**src/rtl/pool_relu_layer_2.sv**
```systemverilog
// rtl/pool_relu_layer_2.sv - streaming 2x2 stride-2 max-pool plus ReLU for the conv-2 feature map
//
// Accepts one pixel position per beat in raster order, with all channels packed side by side,
// and emits the pooled map in raster order. Only half a row of partial maxima is ever buffered.
//
// Ports:
//   clk, rst_n           clock, asynchronous active-low reset
//   in_valid/in_ready    input handshake; in_ready = !out_valid || out_ready
//   in_data, in_last     packed signed samples (channel 0 in LSBs), end-of-frame marker
//   out_valid/out_ready  output handshake
//   out_data, out_last   pooled samples (same packing), final pooled pixel of frame
//   frame_err            sticky: in_last seen at the wrong position or missing at the end

module pool_relu_layer_2 #(
  parameter int BITWIDTH = 8,
  parameter int CHANNELS = 2,
  parameter int IN_DIM   = 10,
  parameter int RELU_EN  = 1
) (
  input  logic                         clk,
  input  logic                         rst_n,
  input  logic                         in_valid,
  output logic                         in_ready,
  input  logic [CHANNELS*BITWIDTH-1:0] in_data,
  input  logic                         in_last,
  output logic                         out_valid,
  input  logic                         out_ready,
  output logic [CHANNELS*BITWIDTH-1:0] out_data,
  output logic                         out_last,
  output logic                         frame_err
);

  localparam int DW   = CHANNELS * BITWIDTH;
  localparam int CW   = $clog2(IN_DIM);
  localparam int LW   = CW - 1;           // index width into the half-width line buffer
  localparam int HALF = IN_DIM / 2;
  localparam logic [CW-1:0] LAST_IDX = CW'(IN_DIM - 1);

  logic [CW-1:0]            row_q, row_d;
  logic [CW-1:0]            col_q, col_d;
  logic [DW-1:0]            hold_q, hold_d;
  logic [HALF-1:0][DW-1:0]  lb_q, lb_d;
  logic                     out_valid_q, out_valid_d;
  logic [DW-1:0]            out_data_q, out_data_d;
  logic                     out_last_q, out_last_d;
  logic                     frame_err_q, frame_err_d;

  logic                     accept;
  logic                     at_end;
  logic [LW-1:0]            lb_idx;
  logic [DW-1:0]            lb_sel;
  logic signed [BITWIDTH-1:0] px, hv, lv, res;

  function automatic logic signed [BITWIDTH-1:0] smax(input logic signed [BITWIDTH-1:0] a,
                                                      input logic signed [BITWIDTH-1:0] b);
    return (a > b) ? a : b;
  endfunction

  // Never overwrites a stalled result: when in_ready is high the output slot is free or draining.
  assign in_ready = !out_valid_q || out_ready;
  assign accept   = in_valid && in_ready;
  assign at_end   = (row_q == LAST_IDX) && (col_q == LAST_IDX);
  assign lb_idx   = col_q[CW-1:1];

  always_comb begin
    row_d       = row_q;
    col_d       = col_q;
    hold_d      = hold_q;
    lb_d        = lb_q;
    out_valid_d = out_valid_q;
    out_data_d  = out_data_q;
    out_last_d  = out_last_q;
    frame_err_d = frame_err_q;
    lb_sel      = lb_q[lb_idx];
    px          = '0;
    hv          = '0;
    lv          = '0;
    res         = '0;

    if (out_valid_q && out_ready) begin
      out_valid_d = 1'b0;
    end

    if (accept) begin
      // Early in_last resynchronises the frame so the next beat is (0,0).
      if (in_last && !at_end) begin
        row_d       = '0;
        col_d       = '0;
        frame_err_d = 1'b1;
      end else if (col_q == LAST_IDX) begin
        col_d = '0;
        row_d = (row_q == LAST_IDX) ? '0 : row_q + 1'b1;
      end else begin
        col_d = col_q + 1'b1;
      end

      if (at_end && !in_last) begin
        frame_err_d = 1'b1;
      end

      for (int ch = 0; ch < CHANNELS; ch++) begin
        px = in_data[ch*BITWIDTH +: BITWIDTH];
        hv = hold_q[ch*BITWIDTH +: BITWIDTH];
        lv = lb_sel[ch*BITWIDTH +: BITWIDTH];
        case ({row_q[0], col_q[0]})
          2'b00: hold_d[ch*BITWIDTH +: BITWIDTH] = px;
          2'b01: lb_d[lb_idx][ch*BITWIDTH +: BITWIDTH] = smax(hv, px);
          2'b10: hold_d[ch*BITWIDTH +: BITWIDTH] = smax(lv, px);
          default: begin
            res = smax(hv, px);
            if ((RELU_EN != 0) && res[BITWIDTH-1]) begin
              res = '0;
            end
            out_data_d[ch*BITWIDTH +: BITWIDTH] = res;
          end
        endcase
      end

      // A new result takes priority over the clear from a simultaneous output transfer.
      if (row_q[0] && col_q[0]) begin
        out_valid_d = 1'b1;
        out_last_d  = at_end;
      end
    end
  end

  always_ff @(posedge clk or negedge rst_n) begin
    if (!rst_n) begin
      row_q       <= '0;
      col_q       <= '0;
      hold_q      <= '0;
      lb_q        <= '0;
      out_valid_q <= 1'b0;
      out_data_q  <= '0;
      out_last_q  <= 1'b0;
      frame_err_q <= 1'b0;
    end else begin
      row_q       <= row_d;
      col_q       <= col_d;
      hold_q      <= hold_d;
      lb_q        <= lb_d;
      out_valid_q <= out_valid_d;
      out_data_q  <= out_data_d;
      out_last_q  <= out_last_d;
      frame_err_q <= frame_err_d;
    end
  end

  assign out_valid = out_valid_q;
  assign out_data  = out_data_q;
  assign out_last  = out_last_q;
  assign frame_err = frame_err_q;

endmodule

```
**config.mk**
```make
export PLATFORM = sky130hd
export DESIGN_NAME = pool_relu_layer_2
export DESIGN_NICKNAME = d
export VERILOG_FILES = /design/src/rtl/pool_relu_layer_2.sv
export SDC_FILE = /design/constraint.sdc
export NUM_CORES = 1
export LEC_CHECK = 0
export ABC_AREA = 1
export CORE_ASPECT_RATIO = 1.25
export CORE_MARGIN = 8
export CORE_UTILIZATION = 65
export DETAILED_ROUTE_END_ITERATION = 8
export PLACE_DENSITY = 0.86
export SLEW_MARGIN = 20
export SYNTH_ARGS = -nofsm -noshare
export SYNTH_HDL_FRONTEND = slang
export SYNTH_SLANG_ARGS = --single-unit
```
**constraint.sdc**
```tcl
create_clock -name clk -period 6.77 [get_ports clk]
set_input_delay 1.354 -clock clk [delete_from_list [all_inputs] [get_ports clk]]
set_output_delay 1.354 -clock clk [all_outputs]
set_load 0.02 [all_outputs]
```
==> run_results.csv <==
group,metric,value,unit
worst_hold_path,hp-class,"flop to flop",
worst_setup_path,critical_path_class,"input port to output pin",
worst_setup_path,critPathCaptureType,"output pin",
power_and_ir_drop,internal-power,0.00224,W
global_routing,grt_pass1_wl,29.5,mm
flow_run,max_cap_viol_count,0,
timing,setup_ws,2.87,ns
worst_hold_path,min-delay-start,"lb_q[75]$_DFFE_PN0P_",
clocking,postCtsSetupRepairBufs,0,
synthesis,ys_dominant_reg_cell,"dfrtp_1",
placed_design,dp_cells,1026,
worst_setup_path,rrSetupSlack,3.23,ns
clocking,htreeDepth,4,
timing,final-setup-viol-count,0,
synthesis,seq_area_frac_synth,0.454,
clocking,cts.reportedPaths.clkPinSlew,0.05,ns
synthesis,yosysTopAreaCellShare,0.454,
timing,fin_crit,3.90,ns
timing,rsz0062_at_grt,"false",
power_and_ir_drop,power.leakage,4.11,nW
drt,drc,0,
cells_and_area,multiInputGateArea,3130,µm²
power_and_ir_drop,power_frac_clock,0.238,
drt,wl_per_cell,16.5,µm
placed_design,dp_slack,2.86,ns
clocking,cts-root-buf,"clkbuf_16",
timing,fin_setup_tns,0,ns
die,dieArea,13800,µm²
placed_design,hpwl,11.9,mm
synthesis,synth_top_area_cell,"dfrtp_1",
synthesis,synth_edf_count,0,
placed_design,io_buffers,38,
global_routing,grt_usage,0.269,
cells_and_area,area_delta_synth_final,15.5,%
synthesis,yosysWarnings,0,
power_and_ir_drop,p_comb_frac,0.454,
worst_setup_path,worstPathRequired,5.42,ns
worst_setup_path,reg2reg_depth,16,
timing,tightest_slew,0.770,ns
synthesis,ys_async_sr_fraction,1.00,
global_routing,grt_max_degree,63,
cells_and_area,final-seq-area,3030,µm²
synthesis,yosys.cell_types.count,34,
power_and_ir_drop,power.switching,0.00175,W
worst_setup_path,r2r-start,"col_q[3]$_DFFE_PN0P_",
clocking,cts_hold_buffers,0,
cells_and_area,fin_area,7710,µm²
timing,timing.final.crit_share,0.577,
synthesis,syn-mean-instance-area,7.61,µm²
die,start_util,0.664,
worst_setup_path,start_kind,"input port",
power_and_ir_drop,pwr_density_cell,517,nW/µm²
drt,ant_nets,0,
timing,slew_headroom,0.485,
power_and_ir_drop,p_seq_frac,0.308,
global_routing,grt_pass1_vias,6227,
drt,wl,17.5,mm
cells_and_area,final_core_util,0.767,
cells_and_area,drive_above_1_share,0.0829,
synthesis,yosysMostFrequentCell,"nand2_1",
worst_hold_path,holdPathEnd,"lb_q[75]$_DFFE_PN0P_",
die,die_h,129,µm
synthesis,ys_ff_latch,121,
worst_setup_path,cp_data_arrival_time,2.55,ns
clocking,cts_sinks,121,
worst_setup_path,r2r_end,"hold_q[1]$_DFFE_PN0P_",
power_and_ir_drop,ir_drop,302,µV
die,rows,41,
cells_and_area,diodes,0,
timing,hold_violations,0,
clocking,clk_latency,0.42,ns
worst_hold_path,worstHoldPathCells,2,
cells_and_area,fillers,708,
global_routing,grt-ovfl-total,0,
timing,slew_violations,0,
timing,fmax,0.256,GHz
die,ios,41,
drt,via_per_inst,5.87,
cells_and_area,final_cells,1058,
drt,drt_iter0_drc,546,
placed_design,placed_cell_area,7100,µm²
die,die_x,107,µm
worst_setup_path,critPathMaxFanout,3,
synthesis,ys_top_cells_by_area,"dfrtp_1, nand2_1, ha_1",
synthesis,syn_area,6680,µm²
run_status,status,"finished clean",
timing,fin_skew,0.00647,ns
clocking,cts_resized,0,
drt,firstDrtPassIters,8,
global_routing,antenna_found_initial,0,
power_and_ir_drop,switching_share,0.438,
clocking,cts_tree,"done",
drt,vias,6213,
synthesis,syn_inst,877,
placed_design,gp_congestion,0.874,
cells_and_area,nNetsFinal,970,
die,core_area,10100,µm²
synthesis,yosys-top-cells-count,"nand2_1, dfrtp_1, inv_1",
clocking,cts_buffers,17,
clocking,clock_path_buffers,2,
## per-layer routing
layer | share of wire | vias up | track usage
li1 | - | 2884 | -
met1 | 0.40 | 2951 | 0.313
met2 | 0.49 | 307 | 0.447
met3 | 0.074 | 71 | 0.0626
met4 | 0.039 | 0 | 0.152
met5 | 0 | - | 0
## registers in the layout (all words and copies together), names as in the netlist
register and cells:
lb_q 80, frame_err 1, col_q 4, hold_q 16, row_q 4, out_last 1, out_data 14, out_valid 1
## worst max-delay path, stage by stage
cell             delay (ns)
clkdlybuf4s50_1        0.46
inv_1                  0.05
nand2_2                0.07
clkdlybuf4s50_1        0.61
## per-stage QoR
step | hold slack [ns] | power (W)
after floorplan | 0.449 | 0.00246
after global placement | 0.460 | 0.00288
after detailed placement | 0.464 | 0.00297
after CTS | 0.483 | 0.00397
after global routing | 0.504 | 0.00426
final | 0.484 | 0.00399
## worst max-delay path by stage
stage / startpoint / endpoint / slack [ns] / cells after the start
4_1_cts: out_ready / in_ready / 2.85 / 4
5_1_grt: out_ready / in_ready / 2.83 / 4
2_1_floorplan: in_data[15] / out_data[10]$_DFFE_PN0P_ / 3.89 / 12
3_5_place_dp: out_ready / in_ready / 2.86 / 4
6_report: out_ready / in_ready / 2.87 / 4
3_3_place_gp: out_ready / in_ready / 2.88 / 4
## area by class of cell
class	count	area share
inverters	99	0.0488
clock buffers	23	0.0607
clock inverters	9	0.0188
well taps	129	0.0209
multi-input cells	635	0.405
flip-flops and latches	121	0.393
repair buffers	42	0.0529
## cell usage in the layout (no fill, tap or decap), types with 4 or more instances in the layout
| cell | n |
|---|---|
| a21oi_1 | 16 |
| buf_4 | 5 |
| bufinv_16 | 4 |
| clkbuf_1 | 4 |
| clkbuf_16 | 17 |
| clkdlybuf4s50_1 | 37 |
| clkinv_2 | 5 |
| dfrtp_1 | 121 |
| ha_1 | 33 |
| inv_1 | 83 |
| inv_2 | 13 |
| nand2_1 | 373 |
| nand2_2 | 6 |
| nand3_1 | 50 |
| nand3_2 | 4 |
| nand4_1 | 33 |
| nor2_1 | 36 |
| nor2_2 | 5 |
| nor2_4 | 5 |
| o21ai_0 | 33 |
| o21ai_1 | 12 |
| o22ai_1 | 11 |
## cells by family after synthesis
logic type      synth area share
xor+xnor                 0.00131
fa+ha+maj                 0.0619
flops                      0.454
compound gates            0.0680
simple gates               0.336
other cells             0.000562
buf+inv                   0.0787
## power groups by stage
stage	Combinational (W)	Sequential (W)	Clock [W]
floorplan	0.00124	0.00123	0
global placement	0.00168	0.00120	0
detailed placement	0.00176	0.00122	0
CTS	0.00180	0.00122	0.000949
global route	0.00203	0.00125	0.000975
finish	0.00181	0.00123	0.000950
No activity file was read; power rests on OpenSTA's default activity.
